### config.mk
export PLATFORM = sky130hd
export DESIGN_NAME = rtc_adapter_tick_gen
export DESIGN_NICKNAME = d
export VERILOG_FILES = /design/src/rtl/rtc_adapter_tick_gen.sv
export SDC_FILE = /design/constraint.sdc
export NUM_CORES = 1
export LEC_CHECK = 0
export CORE_ASPECT_RATIO = 2
export CORE_MARGIN = 4
export CORE_UTILIZATION = 40
export CTS_CLUSTER_SIZE = 30
export DETAILED_ROUTE_END_ITERATION = 10
export GPL_ROUTABILITY_DRIVEN = 0
export HOLD_SLACK_MARGIN = 0.02
export SYNTH_ARGS = -nofsm -noshare
export SYNTH_HDL_FRONTEND = slang
export SYNTH_SLANG_ARGS = --single-unit
### constraint.sdc
create_clock -name i_sclk -period 10.07 [get_ports i_sclk]
set_input_delay 2.014 -clock i_sclk [delete_from_list [all_inputs] [get_ports i_sclk]]
set_output_delay 2.014 -clock i_sclk [all_outputs]
set_load 0.01 [all_outputs]
### src/rtl/rtc_adapter_tick_gen.sv
// rtc_adapter_tick_gen: multi-channel programmable tick/clock divider.
// Each channel counts i_sclk edges up to its divisor D. On every wrap it issues
// a one-cycle o_tick and flips o_clk. New divisors wait in a shadow register
// until the next wrap, or until i_sync, so no period is ever cut short.
module rtc_adapter_tick_gen #(
  parameter  int NUM_CH      = 4,
  parameter  int DIV_WIDTH   = 16,
  parameter  int DEFAULT_DIV = 50000,
  localparam int CH_W        = (NUM_CH > 1) ? $clog2(NUM_CH) : 1
) (
  input  logic                 i_sclk,
  input  logic                 i_reset_n,
  input  logic [NUM_CH-1:0]    i_en,
  input  logic                 i_sync,
  input  logic                 i_wr_en,
  input  logic [CH_W-1:0]      i_wr_ch,
  input  logic [DIV_WIDTH-1:0] i_wr_div,
  output logic [NUM_CH-1:0]    o_tick,
  output logic [NUM_CH-1:0]    o_clk,
  output logic [NUM_CH-1:0]    o_pending
);

  logic [DIV_WIDTH-1:0] cnt_r    [NUM_CH];
  logic [DIV_WIDTH-1:0] div_r    [NUM_CH];
  logic [DIV_WIDTH-1:0] shadow_r [NUM_CH];
  logic [NUM_CH-1:0]    wr_hit;
  logic [NUM_CH-1:0]    wrap;
  logic [DIV_WIDTH-1:0] wr_val;

  // Write decode, zero-divisor clamp and per-channel wrap detection.
  // A channel index at or above NUM_CH matches no channel, so the write is dropped.
  always_comb begin
    wr_val = (i_wr_div == '0) ? DIV_WIDTH'(1) : i_wr_div;
    wr_hit = '0;
    wrap   = '0;
    for (int unsigned c = 0; c < NUM_CH; c++) begin
      wr_hit[c] = i_wr_en && (i_wr_ch == CH_W'(c));
      wrap[c]   = (cnt_r[c] == div_r[c] - DIV_WIDTH'(1));
    end
  end

  // Per-channel counter, divisor reload and registered outputs.
  // A pending shadow is applied before a same-edge write is captured. The write
  // therefore always becomes the next pending value.
  always_ff @(posedge i_sclk or negedge i_reset_n) begin
    if (!i_reset_n) begin
      for (int unsigned c = 0; c < NUM_CH; c++) begin
        cnt_r[c]    <= '0;
        div_r[c]    <= DIV_WIDTH'(DEFAULT_DIV);
        shadow_r[c] <= '0;
      end
      o_tick    <= '0;
      o_clk     <= '0;
      o_pending <= '0;
    end else begin
      for (int unsigned c = 0; c < NUM_CH; c++) begin
        if (!i_en[c]) begin
          cnt_r[c]     <= '0;
          o_tick[c]    <= 1'b0;
          o_clk[c]     <= 1'b0;
          o_pending[c] <= 1'b0;
          if (wr_hit[c]) begin
            div_r[c] <= wr_val;
          end else if (o_pending[c]) begin
            div_r[c] <= shadow_r[c];
          end
        end else if (i_sync) begin
          cnt_r[c]  <= '0;
          o_tick[c] <= 1'b0;
          o_clk[c]  <= 1'b0;
          if (o_pending[c]) begin
            div_r[c] <= shadow_r[c];
          end
          if (wr_hit[c]) begin
            shadow_r[c]  <= wr_val;
            o_pending[c] <= 1'b1;
          end else begin
            o_pending[c] <= 1'b0;
          end
        end else begin
          if (wrap[c]) begin
            cnt_r[c]  <= '0;
            o_tick[c] <= 1'b1;
            o_clk[c]  <= ~o_clk[c];
            if (o_pending[c]) begin
              div_r[c] <= shadow_r[c];
            end
          end else begin
            cnt_r[c]  <= cnt_r[c] + DIV_WIDTH'(1);
            o_tick[c] <= 1'b0;
          end
          if (wr_hit[c]) begin
            shadow_r[c]  <= wr_val;
            o_pending[c] <= 1'b1;
          end else if (wrap[c]) begin
            o_pending[c] <= 1'b0;
          end
        end
      end
    end
  end

endmodule

# Yosys cells after proc, flatten, opt, wreduce, memory -nomap -nowiden
# Index checks and enable logic that the tools add are counted.
dict set report totals {
  ff_bits 204
  output_inout_bits 12
  inputBits 26
  word_cells 135
}
dict set report classes {
  n_addsub 8
  n_reduce_logical 10
  muxes 77
  eq_ne 15
  n_bitwise 4
}
# operator n
set op_table {}
lappend op_table {{$mux W16} 33}
lappend op_table {{$add A16 B1 Y16 const B} 4}
lappend op_table {{$eq A16 B16 Y1} 4}
lappend op_table {{$sub A16 B1 Y16 const B} 4}
lappend op_table {{$mux W1} 44}
lappend op_table {{$logic_not A16 Y1} 1}
lappend op_table {{$ne A4 B1 Y1 const B} 4}
lappend op_table {{$ne A3 B1 Y1 const B} 4}
lappend op_table {{$reduce_and A2 Y1} 4}
lappend op_table {{$eq A2 B2 Y1 const B} 2}
lappend op_table {{$logic_and A1 B1 Y1} 4}
lappend op_table {{$not A1 Y1} 4}
lappend op_table {{$eq A2 B1 Y1 const B} 1}
lappend op_table {{$logic_not A2 Y1} 1}

# Logic depth before layout (Yosys ltp)
dict set report depth {
  ltp_word 6
  mapped_depth 11
  mapped_depth_nobuf 9
}

# Worst setup path before layout
# Ideal clock, no wire load.
dict set report synth_path {
  kind {in2reg}
  start {in i_wr_ch[1]}
  end {reg div_r[10] (netlist name)}
  required_ns 9.930
  setup_slack_ns 6.012
  path_buffers 2
  cell_stages 8
  setup_ns 0.140
  t_arrival_ns 3.918
  path_cell_list {clkbuf_1 nand3_1 nor2_1 nor2_1 nand4b_1 nor4_1 clkbuf_1 o32ai_1}
}
dict set report synth_via {
  elab_chain_len 4
}
# element line
set synth_lines {}
lappend synth_lines {{start: declaration} 16} ;# input logic [CH_W-1:0] i_wr_ch,
lappend synth_lines {{$eq A2 B2 Y1} 37} ;# wr_hit[c] = i_wr_en && (i_wr_ch == CH_W'(c));
lappend synth_lines {{$logic_and A1 B1 Y1} 37}
lappend synth_lines {{$mux W16} 62} ;# if (wr_hit[c]) begin
lappend synth_lines {{$mux W16} 57} ;# if (!i_en[c]) begin
lappend synth_lines {{end signal: indexed assignment} 63} ;# div_r[c] <= wr_val;
lappend synth_lines {{end signal: indexed assignment} 65} ;# div_r[c] <= shadow_r[c];
lappend synth_lines {{end signal: indexed assignment} 72} ;# div_r[c] <= shadow_r[c];
lappend synth_lines {{end: declaration} 24} ;# logic [DIV_WIDTH-1:0] div_r [NUM_CH];
# Every way passes these cells.
# A chain may end at the register's enable or synchronous reset.

# Worst setup path in the final report
dict set report layout_path {
  start {in i_wr_en}
  end {reg div_r[55] (netlist name)}
}
dict set report layout_via {
  elab_chain_len 3
}
# element line
set layout_lines {}
lappend layout_lines {{start: declaration} 15} ;# input logic i_wr_en,
lappend layout_lines {{$logic_and A1 B1 Y1} 37}
lappend layout_lines {{$mux W16} 62}
lappend layout_lines {{$mux W16} 57}
# Every way passes these cells.

==> impl_metrics.tcl <==
set metrics [dict create \
    wl_met1_um 10380 \
    power.leakage_nw 4.918 \
    dieArea_um2 30720 \
    r2r_cells 9 \
    critPathLaunchType "input port" \
    seq_power_share_pct 45.8 \
    fill_cells 2698 \
    io_buffers 37 \
    path_clk_slew_ns 0.07 \
    p_clk_share_pct 31.7 \
    grt_pass1_vias 8526 \
    crit_arrival_ns 4.46 \
    fp.dieW_um 126.0 \
    pwr-share-comb_pct 22.4 \
    max-vdd-ir-drop_v 0.0001317 \
    drc 0 \
    ys_warn_count 0 \
    grt_usage_pct 18.35 \
    rsz0062_at_grt "no" \
    swShare_pct 31.36 \
    final_area_um2 12440 \
    syn-cell-area_um2 11130 \
    core_area_um2 27550 \
    ant_nets 0 \
    start_util_pct 40.41 \
    dr.pass1.iters 4 \
    ys_seq_elements 204 \
    cts_root_buf "clkbuf_16" \
    clk_path_buf_depth 3 \
    syn_avg_cell_area_um2 10.23 \
    hpwl_um 20180 \
    netlist_top_cells_area "dfrtp_1 40%, mux2_2 6.2%, dfstp_2 5.7%" \
    routedWlPerCell_um 19.29 \
    grt_start_max_net_pins 88 \
    cts_inserted_buffers 20 \
    place_area_um2 11770 \
    net-switching-power_w 0.0007670 \
    cts-resized-gates 0 \
    clk_latency_ns 0.51 \
    cts_sinks 204 \
    min_period_ns 4.033 \
    synth_cell_type_count 78 \
    routed-wl-met2_um 15630 \
    syn_nets 1122 \
    postCtsSetupBuffers 0 \
    synthMostInstantiatedCell "dfrtp_1" \
    highest_layer "met4" \
    internal_power_w 0.001679 \
    max-cap-violations 0 \
    ys_seq_area_share_pct 46.13 \
    antenna_found_initial 0 \
    diodes 0 \
    grt_first_pass_wirelength_um 46040 \
    required_ns 10.50 \
    p_per_area_nw_per_um2 196.6 \
    cts_tree "done" \
    path_max_fanout 18 \
    grt-ovfl-total 0 \
    postCtsHoldBufs 0 \
    finalClockSkew_ns 0.01180 \
    area_growth_pct 11.77 \
    setup_viol 0 \
    async_flop_share_pct 100.0 \
    hold_viol 0 \
    relSlewSlack_pct 17.14 \
    fp.dieH_um 243.9 \
    wl_um 28120 \
    status "completed" \
    finalMaxSlewViolations 0 \
    h-tree-depth 1 \
    period_share_pct 40.05 \
    synthTopCellsByCount "180 x dfrtp_1, 116 x nor2_1, 65 x xor2_1" \
    syn_inst 1088 \
    drive_gt1_share_pct 15.37 \
    synthDominantCellAreaShare_pct 40.46 \
    hp-class "register to register" \
    worst-setup-path-type "input port to register" \
    vias 8257 \
    vias_per_cell 5.663 \
    drt_iter0_markers 372 \
    fmaxAchievable_mhz 247.9 \
    synthFlopType "dfrtp_1" \
    timing.setup.tns_ns 0 \
    hold_depth 2 \
    fin_nets 1126 \
    tightest_slew_ns 1.235 \
    rows 86 \
    io_pins 38 \
    yosysTopAreaCell "dfrtp_1" \
    synth_edf_count 0 \
    dr_wl_met3_um 726 \
    crit_path_end_kind "register" \
]
final timing paths:
path | start | to | slack (ns)
max | i_wr_en | div_r[55]$_DFFE_PN0P_ | 6.04
min reg2reg | div_r[47]$_DFFE_PN1P_ | div_r[47]$_DFFE_PN1P_ | 0.48
min | div_r[47]$_DFFE_PN1P_ | div_r[47]$_DFFE_PN1P_ | 0.48
min in group asynchronous | i_reset_n | o_tick[3]$_DFF_PN0_ | 1.56
max in group asynchronous | i_reset_n | shadow_r[9]$_DFFE_PN0P_ | 7.09
max reg2reg | div_r[48]$_DFFE_PN0P_ | div_r[55]$_DFFE_PN0P_ | 6.32
layout make-up:
class                   instances  area [um^2]  area share, %
clock buffers                  29        605.6          4.867
clock inverters                 7        70.07         0.5632
inverters                      30        112.6         0.9051
multi-input cells             786         5607          45.06
flip-flops and latches        204         5135          41.27
well taps                     352        440.4          3.540
repair buffers                 50        471.7          3.791
metal layers:
metal	track usage (%)	vias up
li1	-	3947
met1	19.97	4103
met2	34.56	142
met3	1.975	65
met4	9.223	0
met5	0	-
state kept, by name (all words and copies together) (netlist names):
| signal | count |
|---|---|
| o_tick | 4 |
| o_clk | 4 |
| shadow_r | 64 |
| o_pending | 4 |
| div_r | 64 |
| cnt_r | 64 |
metrics by stage:
step / hold WS, ns / worst slack (ns) / power, W / util [%] / std cells
final: 0.4849 / 6.037 / 0.002446 / 45.17 / 1458
after global routing: 0.5069 / 5.787 / 0.002580 / 45.17 / 1458
after CTS: 0.4905 / 6.061 / 0.002472 / 45.17 / 1458
after detailed placement: 0.4770 / 5.532 / 0.001682 / 42.71 / 1422
after global placement: 0.4714 / 5.608 / 0.001668 / 42.71 / 1422
after floorplan: 0.4507 / 6.012 / 0.001516 / - / 1088
cells by family after synthesis:
group / share of synthesized area, %
and+or+nand+nor: 17.07
buffers and inverters: 3.619
AOI/OAI and AO/OA: 15.65
DFF: 46.13
xor gates and xnor gates: 9.835
muxes: 6.800
adders and majority gates: 0.8992
layout by cell type, fill, tap and decap left out, types with 5 or more instances in the layout:
master,Yosys,layout
a21oi_1,14,14
a22oi_1,50,50
a2bb2oi_1,6,6
a2bb2oi_2,9,9
a31oi_1,5,5
and2_1,8,8
and3_1,19,19
buf_4,1,13
clkbuf_16,0,21
clkbuf_8,0,6
clkdlybuf4s50_1,0,36
dfrtp_1,180,180
dfstp_2,24,24
ha_1,8,8
inv_1,30,30
mux2_2,61,61
mux2i_1,7,7
nand2_1,64,64
nand2b_1,13,13
nand3_1,31,31
nand4_1,22,22
nor2_1,116,116
nor2b_1,12,12
nor3_1,14,14
nor3b_1,6,6
nor4_1,17,16
o21ai_0,17,17
o22ai_1,26,26
o22ai_2,10,10
o2bb2ai_1,16,16
o31ai_1,6,6
o32ai_1,17,17
or3_1,8,8
or4_1,10,10
xnor2_1,60,60
xor2_1,65,65
power groups by stage:
| stage | Sequential [W] | Combinational (W) | Clock [W] |
|---|---|---|---|
| 4_1_cts | 0.00112 | 0.000552 | 0.000801 |
| 3_5_place_dp | 0.00113 | 0.000550 | 0 |
| 3_3_place_gp | 0.00113 | 0.000537 | 0 |
| 6_report | 0.00112 | 0.000548 | 0.000776 |
| 2_1_floorplan | 0.00107 | 0.000448 | 0 |
| 5_1_grt | 0.00114 | 0.000610 | 0.000829 |
worst max-delay path: stages:
cell and delay [ns]:
clkdlybuf4s50_1 0.58, nor3b_1 0.38, nand2b_1 0.45, nor2b_1 0.31
a21oi_4 0.49, a2bb2oi_1 0.22
Note: power is estimated with default switching activity, not from simulation.
